<file path="config.mk">
export PLATFORM = sky130hd
export DESIGN_NAME = mem_port_arbiter_flat
export DESIGN_NICKNAME = d
export VERILOG_FILES = /design/src/rtl/mem_port_arbiter_if.sv /design/src/rtl/mem_port_arbiter.sv /design/src/flat_wrapper.sv
export SDC_FILE = /design/constraint.sdc
export NUM_CORES = 1
export LEC_CHECK = 0
export ABC_AREA = 1
export BUFFER_PORTS_ARGS = -buffer_cell sky130_fd_sc_hd__buf_2
export CORE_AREA = 4 4 111 113
export CTS_BUF_LIST = sky130_fd_sc_hd__clkbuf_8
export DETAILED_ROUTE_END_ITERATION = 16
export DIE_AREA = 0 0 115 117
export GPL_ROUTABILITY_DRIVEN = 0
export PLACE_DENSITY = 0.52
export SYNTH_ARGS = -nofsm -noshare
export SYNTH_HDL_FRONTEND = slang
export SYNTH_SLANG_ARGS = --single-unit
export TNS_END_PERCENT = 100
</file>
<file path="constraint.sdc">
create_clock -name clk -period 1.7 [get_ports clk]
set_input_delay 0 -clock clk [delete_from_list [all_inputs] [get_ports clk]]
set_output_delay 0 -clock clk [all_outputs]
set_load 0.02 [all_outputs]
</file>
<file path="src/rtl/mem_port_arbiter_if.sv">
// Bus bundle between the fetch/data requesters, the shared SRAM and mem_port_arbiter.
// The slave modport is the arbiter's view; the master modport is the environment's view.
interface mem_port_arbiter_if;
    logic        inst_req;
    logic [31:0] inst_addr;
    logic [31:0] inst_rdata;
    logic        inst_valid;
    logic        inst_stall;

    logic        data_req;
    logic        data_wr;
    logic [3:0]  data_sel;
    logic [31:0] data_addr;
    logic [31:0] data_wdata;
    logic [31:0] data_rdata;
    logic        data_valid;
    logic        data_stall;

    logic        sram_en;
    logic [3:0]  sram_wen;
    logic [31:0] sram_addr;
    logic [31:0] sram_wdata;
    logic [31:0] sram_rdata;

    modport slave (
        input  inst_req, inst_addr,
        output inst_rdata, inst_valid, inst_stall,
        input  data_req, data_wr, data_sel, data_addr, data_wdata,
        output data_rdata, data_valid, data_stall,
        output sram_en, sram_wen, sram_addr, sram_wdata,
        input  sram_rdata
    );

    modport master (
        output inst_req, inst_addr,
        input  inst_rdata, inst_valid, inst_stall,
        output data_req, data_wr, data_sel, data_addr, data_wdata,
        input  data_rdata, data_valid, data_stall,
        input  sram_en, sram_wen, sram_addr, sram_wdata,
        output sram_rdata
    );
endinterface

</file>
<file path="src/rtl/mem_port_arbiter.sv">
// Round-robin arbiter sharing one single-cycle SRAM port between instruction fetch and data access.
// Define ARB_RDATA_HOLD_EN to keep each requester's read data stable between its valid pulses.
module mem_port_arbiter (
    input  logic                     clk,
    input  logic                     rst,
    mem_port_arbiter_if.slave        bus,
    output logic [15:0]              conflict_cnt
);

    typedef enum logic [1:0] {IDLE, WAIT_I, WAIT_D} state_t;
    typedef enum logic {OWNER_INST, OWNER_DATA} owner_t;

    state_t state;
    state_t state_nxt;
    owner_t last_grant;
    logic   run;
    logic   inst_elig;
    logic   data_elig;
    logic   grant_inst;
    logic   grant_data;
    logic   conflict;

    // run holds off grants until the first rising edge that sees reset released.
    // NOTE: sequential state uses non-blocking assignments so every flop samples pre-edge values.
    always_ff @(posedge clk or negedge rst) begin
        if (!rst) begin
            state        <= IDLE;
            last_grant   <= OWNER_DATA;
            run          <= 1'b0;
            conflict_cnt <= '0;
        end else begin
            run   <= 1'b1;
            state <= state_nxt;
            if (grant_inst) begin
                last_grant <= OWNER_INST;
            end else if (grant_data) begin
                last_grant <= OWNER_DATA;
            end
            if (conflict && (conflict_cnt != 16'hFFFF)) begin
                conflict_cnt <= conflict_cnt + 16'd1;
            end
        end
    end

    // NOTE: every signal gets a default first so no path through the block can infer a latch.
    always_comb begin
        inst_elig      = 1'b0;
        data_elig      = 1'b0;
        grant_inst     = 1'b0;
        grant_data     = 1'b0;
        conflict       = 1'b0;
        state_nxt      = IDLE;
        bus.sram_en    = 1'b0;
        bus.sram_wen   = 4'b0000;
        bus.sram_addr  = '0;
        bus.sram_wdata = '0;

        // A requester completing this cycle is still presenting its old request.
        inst_elig  = run && bus.inst_req && (state != WAIT_I);
        data_elig  = run && bus.data_req && (state != WAIT_D);
        grant_inst = inst_elig && (!data_elig || (last_grant == OWNER_DATA));
        grant_data = data_elig && !grant_inst;
        conflict   = bus.inst_req && bus.data_req && (grant_inst || grant_data);

        if (grant_inst) begin
            state_nxt     = WAIT_I;
            bus.sram_en   = 1'b1;
            bus.sram_addr = bus.inst_addr;
        end else if (grant_data) begin
            state_nxt      = WAIT_D;
            bus.sram_en    = 1'b1;
            bus.sram_addr  = bus.data_addr;
            bus.sram_wen   = bus.data_wr ? bus.data_sel : 4'b0000;
            bus.sram_wdata = bus.data_wdata;
        end
    end

    assign bus.inst_valid = (state == WAIT_I);
    assign bus.data_valid = (state == WAIT_D);
    assign bus.inst_stall = bus.inst_req && !bus.inst_valid;
    assign bus.data_stall = bus.data_req && !bus.data_valid;

`ifdef ARB_RDATA_HOLD_EN
    logic [31:0] inst_hold;
    logic [31:0] data_hold;

    always_ff @(posedge clk or negedge rst) begin
        if (!rst) begin
            inst_hold <= '0;
            data_hold <= '0;
        end else begin
            if (bus.inst_valid) begin
                inst_hold <= bus.sram_rdata;
            end
            if (bus.data_valid) begin
                data_hold <= bus.sram_rdata;
            end
        end
    end

    // The live SRAM word is forwarded during the valid cycle so hold mode adds no latency.
    assign bus.inst_rdata = bus.inst_valid ? bus.sram_rdata : inst_hold;
    assign bus.data_rdata = bus.data_valid ? bus.sram_rdata : data_hold;
`else
    assign bus.inst_rdata = bus.inst_valid ? bus.sram_rdata : '0;
    assign bus.data_rdata = bus.data_valid ? bus.sram_rdata : '0;
`endif

endmodule
</file>
<file path="src/flat_wrapper.sv">
// flat-port wrapper written by rule: the top's interface ports become plain ports
module mem_port_arbiter_flat 
  (clk, rst, conflict_cnt, bus_inst_req, bus_inst_addr, bus_inst_rdata, bus_inst_valid, bus_inst_stall, bus_data_req, bus_data_wr, bus_data_sel, bus_data_addr, bus_data_wdata, bus_data_rdata, bus_data_valid, bus_data_stall, bus_sram_en, bus_sram_wen, bus_sram_addr, bus_sram_wdata, bus_sram_rdata);
  mem_port_arbiter_if bus_i ();
  input  logic clk;
  input  logic rst;
  output logic [15:0] conflict_cnt;
  input wire logic [$bits(bus_i.inst_req)-1:0] bus_inst_req;
  input wire logic [$bits(bus_i.inst_addr)-1:0] bus_inst_addr;
  output wire logic [$bits(bus_i.inst_rdata)-1:0] bus_inst_rdata;
  output wire logic [$bits(bus_i.inst_valid)-1:0] bus_inst_valid;
  output wire logic [$bits(bus_i.inst_stall)-1:0] bus_inst_stall;
  input wire logic [$bits(bus_i.data_req)-1:0] bus_data_req;
  input wire logic [$bits(bus_i.data_wr)-1:0] bus_data_wr;
  input wire logic [$bits(bus_i.data_sel)-1:0] bus_data_sel;
  input wire logic [$bits(bus_i.data_addr)-1:0] bus_data_addr;
  input wire logic [$bits(bus_i.data_wdata)-1:0] bus_data_wdata;
  output wire logic [$bits(bus_i.data_rdata)-1:0] bus_data_rdata;
  output wire logic [$bits(bus_i.data_valid)-1:0] bus_data_valid;
  output wire logic [$bits(bus_i.data_stall)-1:0] bus_data_stall;
  output wire logic [$bits(bus_i.sram_en)-1:0] bus_sram_en;
  output wire logic [$bits(bus_i.sram_wen)-1:0] bus_sram_wen;
  output wire logic [$bits(bus_i.sram_addr)-1:0] bus_sram_addr;
  output wire logic [$bits(bus_i.sram_wdata)-1:0] bus_sram_wdata;
  input wire logic [$bits(bus_i.sram_rdata)-1:0] bus_sram_rdata;
  assign bus_i.inst_req = bus_inst_req;
  assign bus_i.inst_addr = bus_inst_addr;
  assign bus_inst_rdata = bus_i.inst_rdata;
  assign bus_inst_valid = bus_i.inst_valid;
  assign bus_inst_stall = bus_i.inst_stall;
  assign bus_i.data_req = bus_data_req;
  assign bus_i.data_wr = bus_data_wr;
  assign bus_i.data_sel = bus_data_sel;
  assign bus_i.data_addr = bus_data_addr;
  assign bus_i.data_wdata = bus_data_wdata;
  assign bus_data_rdata = bus_i.data_rdata;
  assign bus_data_valid = bus_i.data_valid;
  assign bus_data_stall = bus_i.data_stall;
  assign bus_sram_en = bus_i.sram_en;
  assign bus_sram_wen = bus_i.sram_wen;
  assign bus_sram_addr = bus_i.sram_addr;
  assign bus_sram_wdata = bus_i.sram_wdata;
  assign bus_i.sram_rdata = bus_sram_rdata;
  mem_port_arbiter u_core (.clk(clk), .rst(rst), .bus(bus_i), .conflict_cnt(conflict_cnt));
endmodule
</file>
==> metrics list <==
* Fraction of final layout cells with drive strength greater than 1: 45.9%
- Maximum vdd drop: 417 uV
- Endpoint type of the worst setup path: primary output
- Wire length the detailed router placed on met1: 4560 microns
- Die width: 115 microns
* Final global-route overflow total: 0
- Largest net degree at the start of global routing: 34
- The core region is 11300 sq um.
- In this run the critical register-to-register path is launched from u_core.conflict_cnt[1].
- Reg2reg setup slack: 0.22 ns
- Routed length per placed instance: 12.8 microns
- Setup-failing EPs final: 0
- For this design the ratio of total power to cell area is 572 nW/um^2.
* Number of global-route vias before repair: 3136
* Leak: 0.00296 uW
- The first TritonRoute pass finished after 4 iterations.
- Yosys mapped a number of flops with a built-in enable equal to 0.
- Global-route usage over all layers: 14.6%
- Clock Skews: 0.00807 ns
* Tcrit/Tclk final: 95.1%
- The cell count after synthesis came out at 458.
- Summing over every cut layer, the via total after detailed routing is 3508.
* Layout overhead on the synthesized area: 85.2%
* Unrepaired setup endpoints after global routing: yes
* Total die area: 13500 sq um
* Final critical-path setup slack: 0.0828 ns
* Number of nets with antenna violations after routing: 0
- Amount of wire on met3 after detailed routing: 1230 microns
- Following the worst setup path forward leads to its endpoint at bus_sram_addr[22].
* CTS sink count: 20
* Setup TNS Final: 0 ns
* Hold Crit Class: primary input to flop
* Relative contribution of combinational cells to total power: 61.4%
* # fillers: 1302
- Async SR Flop Fraction: 100%
- Buffers inserted during clock tree synthesis total 3.
- Number of buffers between clock root and the deepest sink: 2
- Final net count: 890
- DRC errors left: 0
* Total number of placement rows: 39
- Data required time of the critical path: 1.70 ns
- Tracing the worst setup path back leads to its startpoint at u_core.state[1].
- Along the worst path, the maximum fanout reaches 8.
- Of the synthesized area, sequential elements account for 21.3%.
- For this run, the number of Yosys warnings is 0.
- Clock transition at path regs: 0.07 ns
- In the synthesized netlist the dominant register cell turns out to be sky130_fd_sc_hd__dfrtp_1.
- After synthesis, the mean cell area works out to 5.13 sq um.
- Counting every net in the synthesized netlist gives 596.
- The detailed router used layers up to and including met5.
- HPWL after detailed placement: 9340 microns
* Min Clock Period, post-route: 1.62 ns
* Antenna violations before repair: 1
- Number of design-rule violations left by the first detailed-router iteration: 120
- Starting utilization of the core area: 20.8%
- Timing-limited maximum frequency: 618 MHz
- Detailed route wirelength on metal2: 5630 microns
* Max-slew violations: 0
* Flip-flop and latch count after synthesis: 20
- # port buffers: 289
- TritonCTS built the clock tree.
* Detail-routed via count per cell: 3.92
- Reg2Reg Capture Point: u_core.conflict_cnt[3]
- The worst setup path is launched from a flop.
- The number of different library cells used by synthesis comes to 22.
- Sw Share: 45.8%
* Clock root buffer master: sky130_fd_sc_hd__clkbuf_8
* Cell depth of the worst flop-to-flop path: 9
- Endpoint arrival time on the critical path: 1.62 ns
- The later pin in the worst-skew pair is clocked with a latency of 0.26 ns.
* DIE HEIGHT: 117 microns
- Internal power comes to 1350 uW.
- Register share of total power: 23.8%
- Summed over all layers, the routed wires come to 11500 microns.
- In this run the number of H-tree levels came out at 1.
* Global-route wire length before repair: 15900 microns
- After synthesis the cells add up to 2350 sq um.
- Category of the critical setup timing path: flop to primary output
- Across the run, the number of max-cap violations was 0.
- In this run the power spent charging and discharging nets is 1140 uW.
- Outcome: complete, no violations
- Number of top-level pins: 290
- The clock network accounts for 14.7% of the total power.
- Hold Violations, Final: 0
- Worst setup slack before clock tree synthesis: 0.112 ns
## worst min-delay path by stage
stage	start	slack, ns	to	depth (start not counted)
final	bus_inst_req	0.18	u_core.last_grant	4
after global routing	bus_inst_req	0.21	u_core.state[0]	5
after CTS	bus_data_req	0.19	u_core.last_grant	4
after detailed placement	rst	-0.02	u_core.conflict_cnt[1]	1
after global placement	rst	-0.01	u_core.conflict_cnt[1]	1
after floorplan	rst	-0.30	u_core.conflict_cnt[0]	0
## logic make-up after synthesis
group | synth area share [%]
buffers and inverters | 19.3
adder cells (fa/ha/maj) | 0.532
XOR/XNOR | 2.61
AO/OA/AOI/OAI | 0.852
other | 0.160
AND/OR/NAND/NOR | 55.2
flip-flops | 21.3
## power groups by stage
stage	combinational [uW]	clock (uW)	sequential, uW
finish	1530	367	593
global route	1680	393	604
CTS	1440	379	592
detailed placement	1370	0	602
global placement	1380	0	599
floorplan	757	0	649
## cells in the mapped netlist (4+ instances only)
library cell / instances / area, sq um
sky130_fd_sc_hd__nor2_2: 11 / 68.8
sky130_fd_sc_hd__buf_6: 8 / 90.1
sky130_fd_sc_hd__nor2_1: 107 / 402
sky130_fd_sc_hd__xor2_1: 4 / 35.0
sky130_fd_sc_hd__inv_2: 4 / 15.0
sky130_fd_sc_hd__inv_1: 81 / 304
sky130_fd_sc_hd__dfrtp_1: 19 / 475
sky130_fd_sc_hd__o21ai_0: 4 / 20.0
sky130_fd_sc_hd__nand3_1: 9 / 45.0
sky130_fd_sc_hd__clkbuf_1: 6 / 22.5
sky130_fd_sc_hd__nand2_1: 180 / 676
sky130_fd_sc_hd__nand4_1: 6 / 37.5
sky130_fd_sc_hd__nand2_2: 5 / 31.3
## critical path, cell delays in order (launching register included)
cell and delay (ns):
sky130_fd_sc_hd__dfrtp_1 0.41, sky130_fd_sc_hd__nand2_4 0.10, sky130_fd_sc_hd__inv_2 0.05, sky130_fd_sc_hd__nor2_4 0.08
sky130_fd_sc_hd__nand2_2 0.06, sky130_fd_sc_hd__nand2_4 0.07, sky130_fd_sc_hd__nand2_4 0.08, sky130_fd_sc_hd__inv_8 0.10
sky130_fd_sc_hd__clkbuf_16 0.15, sky130_fd_sc_hd__nand2_1 0.05, sky130_fd_sc_hd__nand2_1 0.08, sky130_fd_sc_hd__buf_6 0.12
## per-stage QoR
step / power, uW / utilization, % / instance area [sq um] / cells / hold slack, ns
6_report: 2490 / 38.5 / 4350 / 895 / 0.183
4_1_cts: 2410 / 36.5 / 4130 / 890 / 0.187
5_1_grt: 2670 / 38.4 / 4350 / 894 / 0.207
3_5_place_dp: 1970 / 35.0 / 3960 / 883 / -0.0194
3_3_place_gp: 1980 / 35.0 / 3960 / 883 / -0.0138
2_1_floorplan: 1410 / - / 2350 / 458 / -0.296
## per-layer routing
metal / vias to the layer above / global-route usage [%]
li1: 1892 / -
met4: 2 / 2.03
met3: 7 / 3.96
met1: 1457 / 19.0
met5: - / 0
met2: 150 / 24.8
## layout by cell type (no fill, tap or decap)
cell	n
sky130_fd_sc_hd__buf_12	4
sky130_fd_sc_hd__buf_16	1
sky130_fd_sc_hd__buf_2	254
sky130_fd_sc_hd__buf_4	32
sky130_fd_sc_hd__buf_6	12
sky130_fd_sc_hd__clkbuf_16	3
sky130_fd_sc_hd__clkbuf_8	4
sky130_fd_sc_hd__conb_1	1
sky130_fd_sc_hd__dfrtp_1	19
sky130_fd_sc_hd__dfstp_2	1
sky130_fd_sc_hd__diode_2	1
sky130_fd_sc_hd__dlygate4sd3_1	1
sky130_fd_sc_hd__ha_1	1
sky130_fd_sc_hd__inv_1	79
sky130_fd_sc_hd__inv_2	5
sky130_fd_sc_hd__inv_8	1
sky130_fd_sc_hd__nand2_1	176
sky130_fd_sc_hd__nand2_2	6
sky130_fd_sc_hd__nand2_4	3
sky130_fd_sc_hd__nand3_1	8
sky130_fd_sc_hd__nand3_2	2
sky130_fd_sc_hd__nand4_1	6
sky130_fd_sc_hd__nor2_1	103
sky130_fd_sc_hd__nor2_2	12
sky130_fd_sc_hd__nor2_4	5
sky130_fd_sc_hd__nor3_1	1
sky130_fd_sc_hd__o21ai_0	4
sky130_fd_sc_hd__xnor2_1	3
sky130_fd_sc_hd__xor2_1	4
## sequential cells by signal (all words and copies together) (netlist names)
signal,cells
u_core.conflict_cnt,16
u_core.state,2
u_core.run,1
u_core.last_grant,1
## area by class of cell
type | instances | area (sq um) | area share (%)
Antenna cell | 1 | 2.50 | 0.0575
Clock buffer | 4 | 55.1 | 1.26
Inverter | 85 | 327 | 7.50
Multi-Input combinational cell | 335 | 1450 | 33.3
Sequential cell | 20 | 502 | 11.5
Tap cell | 143 | 179 | 4.11
Timing Repair Buffer | 307 | 1840 | 42.2
## what timing repair did
action                                  in CTS  in global routing
endpoints found under the setup margin      36                 68
endpoints found under the hold margin       19                  0
setup buffers                                1                  1
pin swaps                                    1                  3
resized for setup                           30                 38
hold buffers                                 1                  0
cloned                                       1                  3
(Power assumes the default switching activity.)
